**config.mk**
```make
export PLATFORM = sky130hd
export DESIGN_NAME = sc_branch_unit
export DESIGN_NICKNAME = d
export VERILOG_FILES = /design/src/rtl/sc_branch_unit.sv
export SDC_FILE = /design/constraint.sdc
export NUM_CORES = 1
export LEC_CHECK = 0
export ABC_CLOCK_PERIOD_IN_PS = 6000
export CAP_MARGIN = 30
export CELL_PAD_IN_SITES_DETAIL_PLACEMENT = 1
export CELL_PAD_IN_SITES_GLOBAL_PLACEMENT = 1
export CORE_ASPECT_RATIO = 1.4
export CORE_MARGIN = 2
export CORE_UTILIZATION = 35
export DETAILED_ROUTE_END_ITERATION = 6
export PLACE_DENSITY_LB_ADDON = 0.1
export SETUP_SLACK_MARGIN = 0.02
export SYNTH_ARGS = -nofsm -noshare
export SYNTH_HDL_FRONTEND = slang
export SYNTH_SLANG_ARGS = --single-unit
```
**constraint.sdc**
```tcl
create_clock -name SC_BranchUnit_CLOCK_50 -period 6 [get_ports SC_BranchUnit_CLOCK_50]
set_input_delay 1.5 -clock SC_BranchUnit_CLOCK_50 [delete_from_list [all_inputs] [get_ports SC_BranchUnit_CLOCK_50]]
set_output_delay 1.5 -clock SC_BranchUnit_CLOCK_50 [all_outputs]
set_load 0.03 [all_outputs]
```
**src/rtl/sc_branch_unit.sv**
```systemverilog
// sc_branch_unit: evaluates SPARC Bicc conditions against the PSR flags {N,Z,V,C},
// computes the branch target and sequences the delay slot. It drives the fetch
// redirect (PcSel/Target) and the delay-slot squash, flags DCTI couples, and keeps
// a saturating taken-branch counter for debug.
//
// state    | meaning
// ---------+--------------------------------------------------------------
// ST_IDLE  | no branch pending; a valid Bicc is evaluated and accepted
// ST_DELAY | delay-slot cycle; redirect/squash presented for one cycle
module sc_branch_unit #(
  parameter int DATAWIDTH_BUS   = 32,
  parameter int DATAWIDTH_DISP  = 22,
  parameter int DATAWIDTH_FLAGS = 4,
  parameter int DATAWIDTH_COUNT = 16
) (
  input  logic                       SC_BranchUnit_CLOCK_50,
  input  logic                       SC_BranchUnit_RESET_InLow,
  input  logic                       SC_BranchUnit_Stall_InHigh,
  input  logic                       SC_BranchUnit_Valid_InHigh,
  input  logic [3:0]                 SC_BranchUnit_Cond,
  input  logic                       SC_BranchUnit_Annul,
  input  logic [DATAWIDTH_DISP-1:0]  SC_BranchUnit_Disp,
  input  logic [DATAWIDTH_BUS-1:0]   SC_BranchUnit_Pc,
  input  logic [DATAWIDTH_FLAGS-1:0] SC_BranchUnit_Flags,
  output logic                       SC_BranchUnit_PcSel_Out,
  output logic [DATAWIDTH_BUS-1:0]   SC_BranchUnit_Target_Out,
  output logic                       SC_BranchUnit_Squash_Out,
  output logic                       SC_BranchUnit_DctiErr_Out,
  output logic [DATAWIDTH_COUNT-1:0] SC_BranchUnit_TakenCount_Out
);

  typedef enum logic {
    ST_IDLE  = 1'b0,
    ST_DELAY = 1'b1
  } state_t;

  state_t                     state_q, state_d;
  logic                       taken_q, taken_d;
  logic                       annul_q, annul_d;
  logic [DATAWIDTH_BUS-1:0]   target_q, target_d;
  logic                       dcti_err_q, dcti_err_d;
  logic [DATAWIDTH_COUNT-1:0] count_q, count_d;

  logic                       flag_n, flag_z, flag_v, flag_c;
  logic                       base_true;
  logic                       cond_true;
  logic [DATAWIDTH_BUS-1:0]   disp_ext;
  logic [DATAWIDTH_BUS-1:0]   target_calc;

  assign flag_n = SC_BranchUnit_Flags[3];
  assign flag_z = SC_BranchUnit_Flags[2];
  assign flag_v = SC_BranchUnit_Flags[1];
  assign flag_c = SC_BranchUnit_Flags[0];

  // Condition decode: cond[3] inverts the base test, so 1000 (always) is the
  // complement of 0000 (never).
  always_comb begin
    base_true = 1'b0;
    case (SC_BranchUnit_Cond[2:0])
      3'b000:  base_true = 1'b0;
      3'b001:  base_true = flag_z;
      3'b010:  base_true = flag_z | (flag_n ^ flag_v);
      3'b011:  base_true = flag_n ^ flag_v;
      3'b100:  base_true = flag_c | flag_z;
      3'b101:  base_true = flag_c;
      3'b110:  base_true = flag_n;
      3'b111:  base_true = flag_v;
      default: base_true = 1'b0;
    endcase
    cond_true = SC_BranchUnit_Cond[3] ? ~base_true : base_true;
  end

  // Word displacement, sign-extended and scaled to bytes; overflow wraps.
  assign disp_ext    = {{(DATAWIDTH_BUS-DATAWIDTH_DISP){SC_BranchUnit_Disp[DATAWIDTH_DISP-1]}},
                        SC_BranchUnit_Disp};
  assign target_calc = SC_BranchUnit_Pc + (disp_ext << 2);

  // Next-state logic; every register holds by default, which also implements stall.
  always_comb begin
    state_d    = state_q;
    taken_d    = taken_q;
    annul_d    = annul_q;
    target_d   = target_q;
    dcti_err_d = dcti_err_q;
    count_d    = count_q;
    if (!SC_BranchUnit_Stall_InHigh) begin
      case (state_q)
        ST_IDLE: begin
          if (SC_BranchUnit_Valid_InHigh) begin
            taken_d  = cond_true;
            target_d = target_calc;
            // A taken BA,a annuls its delay slot as well as an untaken branch,a.
            annul_d  = SC_BranchUnit_Annul &
                       (~cond_true | (SC_BranchUnit_Cond == 4'b1000));
            state_d  = ST_DELAY;
            if (cond_true && (count_q != {DATAWIDTH_COUNT{1'b1}})) begin
              count_d = count_q + DATAWIDTH_COUNT'(1);
            end
          end
        end
        ST_DELAY: begin
          state_d = ST_IDLE;
          // A branch in the delay slot is a DCTI couple: record it, don't evaluate it.
          if (SC_BranchUnit_Valid_InHigh) begin
            dcti_err_d = 1'b1;
          end
        end
        default: state_d = ST_IDLE;
      endcase
    end
  end

  // State registers with synchronous active-low reset taking priority over stall.
  always_ff @(posedge SC_BranchUnit_CLOCK_50) begin
    if (!SC_BranchUnit_RESET_InLow) begin
      state_q    <= ST_IDLE;
      taken_q    <= 1'b0;
      annul_q    <= 1'b0;
      target_q   <= '0;
      dcti_err_q <= 1'b0;
      count_q    <= '0;
    end else begin
      state_q    <= state_d;
      taken_q    <= taken_d;
      annul_q    <= annul_d;
      target_q   <= target_d;
      dcti_err_q <= dcti_err_d;
      count_q    <= count_d;
    end
  end

  assign SC_BranchUnit_PcSel_Out      = (state_q == ST_DELAY) & taken_q;
  assign SC_BranchUnit_Squash_Out     = (state_q == ST_DELAY) & annul_q;
  assign SC_BranchUnit_Target_Out     = target_q;
  assign SC_BranchUnit_DctiErr_Out    = dcti_err_q;
  assign SC_BranchUnit_TakenCount_Out = count_q;

endmodule

```
==> results of run 1 <==
[Yosys cell counts (10+ instances only)]
| cell type | number | area [um2] |
|---|---|---|
| a21o_1 | 15 | 113 |
| ha_1 | 30 | 375 |
| a21oi_1 | 52 | 260 |
| dfxtp_1 | 52 | 1040 |
| nand4_1 | 11 | 68.8 |
| nand2_1 | 66 | 248 |
| o21ai_0 | 30 | 150 |
| nor2_1 | 44 | 165 |
| inv_1 | 10 | 37.5 |
| nor3_1 | 11 | 55.1 |
| nand3_1 | 17 | 85.1 |
| clkbuf_1 | 17 | 63.8 |
| xnor2_1 | 26 | 228 |
[flip-flops by register name, indices dropped and copies added (netlist names)]
| signal | cells |
|---|---|
| SC_BranchUnit_Target_Out | 32 |
| state_q | 1 |
| SC_BranchUnit_DctiErr_Out | 1 |
| taken_q | 1 |
| SC_BranchUnit_TakenCount_Out | 16 |
| annul_q | 1 |
[worst reg2reg max path, cell delays in order, from the launching register on]
cell,delay [ns]
dfxtp_1,0.41
ha_1,0.19
and2_1,0.17
nand4_1,0.19
nor3_2,0.45
or3_1,0.36
nor4_1,0.10
xnor2_1,0.18
nor2_1,0.07
[layer usage]
| layer | wire, um | vias up | global-route usage |
|---|---|---|---|
| li1 | - | 1998 | - |
| met1 | 4990 | 1951 | 0.245 |
| met2 | 6690 | 98 | 0.417 |
| met3 | 459 | 22 | 0.0333 |
| met4 | 238 | 0 | 0.0597 |
| met5 | 0 | - | 0 |
[cells by family (layout without fill, tap and decap cells)]
logic type,after synthesis,in the layout,share of synthesized area
AOI/OAI and AO/OA,148,148,0.251
xor gates and xnor gates,32,32,0.0744
muxes,5,5,0.0133
buffers and inverters,32,141,0.0326
DFF,52,52,0.276
adders and majority gates,31,31,0.105
and+or+nand+nor,193,193,0.247
[power groups by stage]
stage	logic, mW	registers, mW	clock network [mW]
floorplan	0.185	0.412	0
global placement	0.348	0.381	0
detailed placement	0.356	0.381	0
CTS	0.359	0.373	0.350
global route	0.391	0.375	0.365
finish	0.356	0.373	0.344
[through the flow]
stage	worst slack, ns	instances	power [mW]	util	instance area, um2
finish	1.94	740	1.07	0.504	5250
global route	1.81	740	1.13	0.504	5250
CTS	1.93	740	1.08	0.504	5250
detailed placement	1.61	732	0.737	0.488	5070
global placement	1.66	731	0.728	0.487	5060
floorplan	2.35	493	0.597	-	3770
[cell type report]
type | count | area, um2
clock buffer | 5 | 125
clock inverter | 3 | 46.3
fill | 1239 | 5160
inverter | 11 | 41.3
multi-input combinational | 409 | 2610
sequential | 52 | 1040
tap | 138 | 173
timing repair buffer | 122 | 1210
[worst paths after layout]
path | slack [ns] | endpoint
min | 0.45 | SC_BranchUnit_Target_Out[8]$_SDFFE_PN0P_
max reg2reg | 3.76 | SC_BranchUnit_TakenCount_Out[11]$_SDFFE_PN0P_
max | 1.94 | SC_BranchUnit_Target_Out[24]$_SDFFE_PN0P_
min reg2reg | 0.45 | SC_BranchUnit_Target_Out[8]$_SDFFE_PN0P_
==> impl_metrics.json, run 1 <==
{
  "status": "complete, no violations",
  "p_int_uw": 719,
  "grt_pass1_wl_mm": 20.9,
  "crit_cells": 10,
  "seq_area_frac_synth": 0.276,
  "r2r_cells": 8,
  "rsz0062_at_grt": "no",
  "grt_overflow_total": 0,
  "holdWs_ns": 0.451,
  "root_buffer": "clkbuf_16",
  "path_class": "in2reg",
  "cts_resized": 0,
  "postCtsHoldBufs": 0,
  "vias_per_cell": 5.50,
  "routabilityCongestion": 0.906,
  "synth_nets": 591,
  "rows": 44,
  "layout_common_cells": "clkdlybuf4s50_1 (117), nand2_1 (66), dfxtp_1 (52), a21oi_1 (52), nor2_1 (44)",
  "grt_use_total": 0.218,
  "cp_num_buf_inv": 1,
  "clock_path_buffers": 2,
  "synth_async_sr_flop_share": 0,
  "drc": 0,
  "layout.nets": 699,
  "yosysUniqueCellTypes": 58,
  "syn_to_final_growth_pct": 39.3,
  "period_needed_ns": 4.06,
  "pin_count": 118,
  "max_stage_delay_ns": 0.44,
  "crit_arrival_ns": 4.25,
  "cts-buffers-inserted": 5,
  "ir_worst_vdd_uv": 111,
  "dp_hpwl_mm": 9.82,
  "postCtsSetupBuffers": 0,
  "synth_seq_cells": 52,
  "p_sw_uw": 355,
  "syn_area_mm2": 0.00377,
  "cp-start-kind": "primary input",
  "skew_ns": 0.00829,
  "pwr-share-clk": 0.320,
  "drive_above_1_share": 0.0382,
  "swShare": 0.330,
  "ant_nets": 0,
  "grt_antenna_before_repair": 0,
  "worstPathRequired_ns": 6.20,
  "drtIter0Drc": 101,
  "critPathSlowestCell": "fa_1",
  "fin_crit_sh": 0.676,
  "setup_violations": 0,
  "end_kind": "flip-flop",
  "maxCapViolations": 0,
  "portBuffers": 117,
  "crit-reg2reg-launch": "SC_BranchUnit_TakenCount_Out[0]$_SDFFE_PN0P_",
  "holdPathStages": 2,
  "hold_viol": 0,
  "cts.sink_count": 52,
  "p_leak_nw": 1.99,
  "crit_family": "compound AO/OA/AOI/OAI gates",
  "htreeDepth": 2,
  "max_slew_margin": 0.342,
  "yosys_warnings": 0,
  "synth_cells": 493,
  "power-per-cell-area_mw_per_mm2": 205,
  "vias": 4069,
  "fp.dieArea_mm2": 0.0116,
  "grt_pass1_vias": 4278,
  "setup_tns_ns": 0,
  "dieHeight_um": 127,
  "path_cells": "clkdlybuf4s50_1 > ha_1 > fa_1 > a211oi_2 > o21ai_2 > o2111ai_2 > a2111o_1 > a21oi_1 > or3_1 > a32o_1",
  "sequentialPowerShare": 0.348,
  "avgSynthCellArea_um2": 7.64,
  "cp_max_fo": 5,
  "fmax_mhz": 246,
  "start_util": 0.362,
  "slew_viol_final": 0,
  "core_mm2": 0.0104,
  "drt-total-wl_mm": 12.4,
  "drt-pass1-iter-count": 4,
  "insertion_delay_ns": 0.30,
  "grt_max_degree": 31,
  "synthFlopType": "dfxtp_1",
  "tightest_slew_ns": 0.983,
  "hp-class": "reg2reg",
  "wl_per_cell_um": 16.7,
  "clk_pin_slew_ns": 0.07,
  "hp-start": "SC_BranchUnit_Target_Out[8]$_SDFFE_PN0P_",
  "synth_edf_count": 0,
  "tritoncts": "built",
  "crit_start": "SC_BranchUnit_Disp[0]",
  "die-width_um": 91.7,
  "combinationalPowerShare": 0.332,
  "n_antenna_cell": 0,
  "layout_commonest_cell": "clkdlybuf4s50_1"
}
No activity file was read; power rests on OpenSTA's default activity.
==> run 2, diff against run 1 <==
ABC_CLOCK_PERIOD_IN_PS = 3390   (was 6000)
CORE_UTILIZATION = 30   (was 35)
clock period = 3.39 ns   (was 6 ns; I/O delays follow)
==> run 2 against run 1 <==
  * Count of clock-buffer cells in the layout stayed put
  * Global-route usage shrank 2.4 points
  * Sequential share of layout area is 0.76 points lower
  * Via count increased by 0.54%
  * Non-clock buffer count increased by 27
  * Clock power is 58% higher
  * Sequential power grew 77%
  * Routed wire length rose by 2.6%
  * Cell area grew 4.0%
  * Final cell count up 5.3%
  * Power up 75%
  * Largest cell class unchanged
==> impl_metrics.json, run 2 (synthesized netlist as in run 1, its figures left out) <==
{
  "multi_input_area_mm2": 0.00261,
  "stdcell_area_mm2": 0.00545,
  "pin_count": 118,
  "path_cells": "clkdlybuf4s50_1 > ha_1 > fa_1 > a211oi_2 > o21ai_2 > o2111ai_2 > a2111o_1 > a21oi_1 > or3_1 > a32o_1",
  "setup_tns_ns": 0,
  "cp_max_fo": 3,
  "hp-class": "reg2reg",
  "setup_violations": 0,
  "sequentialPowerShare": 0.352,
  "dp_worst_setup_slack_ns": -0.198,
  "cts-buffers-inserted": 5,
  "tritoncts": "built",
  "drive_above_1_share": 0.0795,
  "rows": 48,
  "period_needed_ns": 3.27,
  "maxCapViolations": 0,
  "grt_pass1_vias": 4337,
  "largest_reg_flops": 32,
  "grt_max_degree": 31,
  "start_util": 0.306,
  "critPathSlowestCell": "clkdlybuf4s50_1",
  "core_mm2": 0.0123,
  "dpl_cell_area_mm2": 0.00530,
  "portBuffers": 117,
  "fillerInstances": 1519,
  "layout.nets": 726,
  "fp.dieArea_mm2": 0.0135,
  "max_slew_margin": 0.586,
  "crit_arrival_ns": 3.47,
  "root_buffer": "clkbuf_16",
  "vias": 4091,
  "ant_nets": 0,
  "slew_viol_final": 0,
  "layout_commonest_cell": "clkdlybuf4s50_1",
  "drc": 0,
  "clock_path_buffers": 2,
  "tightest_slew_ns": 0.619,
  "swShare": 0.341,
  "cts_resized": 0,
  "layout_common_cells": "clkdlybuf4s50_1 (117), nand2_1 (66), dfxtp_1 (52), a21oi_1 (52), nor2_1 (44)",
  "routabilityCongestion": 0.836,
  "dieHeight_um": 137,
  "drt-pass1-iter-count": 4,
  "fin_crit_sh": 0.965,
  "syn_to_final_growth_pct": 44.8,
  "postCtsSetupBuffers": 0,
  "status": "complete, no violations",
  "grt_overflow_total": 0,
  "setup_ws_ns": 0.117,
  "hold_viol": 0,
  "crit_family": "compound AO/OA/AOI/OAI gates",
  "end_kind": "flip-flop",
  "htreeDepth": 2,
  "worstPathRequired_ns": 3.59,
  "power-per-cell-area_mw_per_mm2": 344,
  "regArea_mm2": 0.00104,
  "cts.sink_count": 52,
  "instances_no_fill": 779,
  "skew_ns": 0.00665,
  "path_class": "in2reg",
  "drtIter0Drc": 91,
  "max_stage_delay_ns": 0.41,
  "dp_cells": 771,
  "wl_per_cell_um": 16.3,
  "n_antenna_cell": 0,
  "die-width_um": 98.7,
  "cp-start-kind": "primary input",
  "ir_worst_vdd_uv": 179,
  "combinationalPowerShare": 0.357,
  "p_leak_nw": 2.11,
  "vias_per_cell": 5.25,
  "cp_num_buf_inv": 1,
  "p_sw_uw": 640,
  "grt_antenna_before_repair": 0,
  "clk_pin_slew_ns": 0.08,
  "p_int_mw": 1.24,
  "dp_hpwl_mm": 10.4,
  "insertion_delay_ns": 0.30,
  "fmax_mhz": 306,
  "totalPowerFinal_mw": 1.88,
  "rsz0062_at_grt": "no",
  "grt_use_total": 0.193,
  "pwr-share-clk": 0.290,
  "postCtsHoldBufs": 0,
  "grt_pass1_wl_mm": 21.1,
  "drt-total-wl_mm": 12.7
}
## run 2: changes by cell type in the layout (fill, tap and decap cells not counted)
cell       delta
inv_6         -1
buf_12        +1
buf_4        +27
clkinv_4      +1
buf_6         -1
bufinv_16     -1
inv_8         +1
## run 2: routing by layer
layer	GRT usage	wire (um)	share of wire
met1	0.213	5200	0.41
met2	0.374	6750	0.53
met3	0.0255	378	0.030
met4	0.0715	365	0.029
met5	0	0	0
## run 2: final cells by class
type | count | share of cell area
multi-input cells | 409 | 0.478
repair buffers | 149 | 0.261
flip-flops and latches | 52 | 0.191
well taps | 150 | 0.0344
clock buffers | 5 | 0.0229
inverters | 11 | 0.00757
clock inverters | 3 | 0.00505
## run 2: tightest hold or removal path, delay by kind of cell (launching register included)
family / cells / cell delay [ns]
AOI/OAI and AO/OA: 1 / 0.05
DFF: 1 / 0.31
and+or+nand+nor: 1 / 0.05
## run 2: power by group through the flow
stage | clock network (mW) | logic (mW) | registers, mW
6_report | 0.545 | 0.670 | 0.661
3_5_place_dp | 0 | 0.674 | 0.676
4_1_cts | 0.566 | 0.678 | 0.662
5_1_grt | 0.590 | 0.738 | 0.665
2_1_floorplan | 0 | 0.328 | 0.729
3_3_place_gp | 0 | 0.664 | 0.674
## run 2: worst paths after layout
check,cells after the start,from,endpoint,slack [ns]
worst min register to register,2,SC_BranchUnit_Target_Out[8]$_SDFFE_PN0P_,SC_BranchUnit_Target_Out[8]$_SDFFE_PN0P_,0.46
worst max register to register,8,SC_BranchUnit_TakenCount_Out[0]$_SDFFE_PN0P_,SC_BranchUnit_TakenCount_Out[13]$_SDFFE_PN0P_,1.12
worst min-delay path,2,SC_BranchUnit_Target_Out[8]$_SDFFE_PN0P_,SC_BranchUnit_Target_Out[8]$_SDFFE_PN0P_,0.46
worst max-delay path,10,SC_BranchUnit_Disp[0],SC_BranchUnit_Target_Out[24]$_SDFFE_PN0P_,0.12
## run 2: stage by stage
| stage | hold slack (ns) | utilization |
|---|---|---|
| 2_1_floorplan | 0.432 | - |
| 3_3_place_gp | 0.438 | 0.430 |
| 3_5_place_dp | 0.450 | 0.431 |
| 4_1_cts | 0.460 | 0.443 |
| 5_1_grt | 0.481 | 0.443 |
| 6_report | 0.458 | 0.443 |
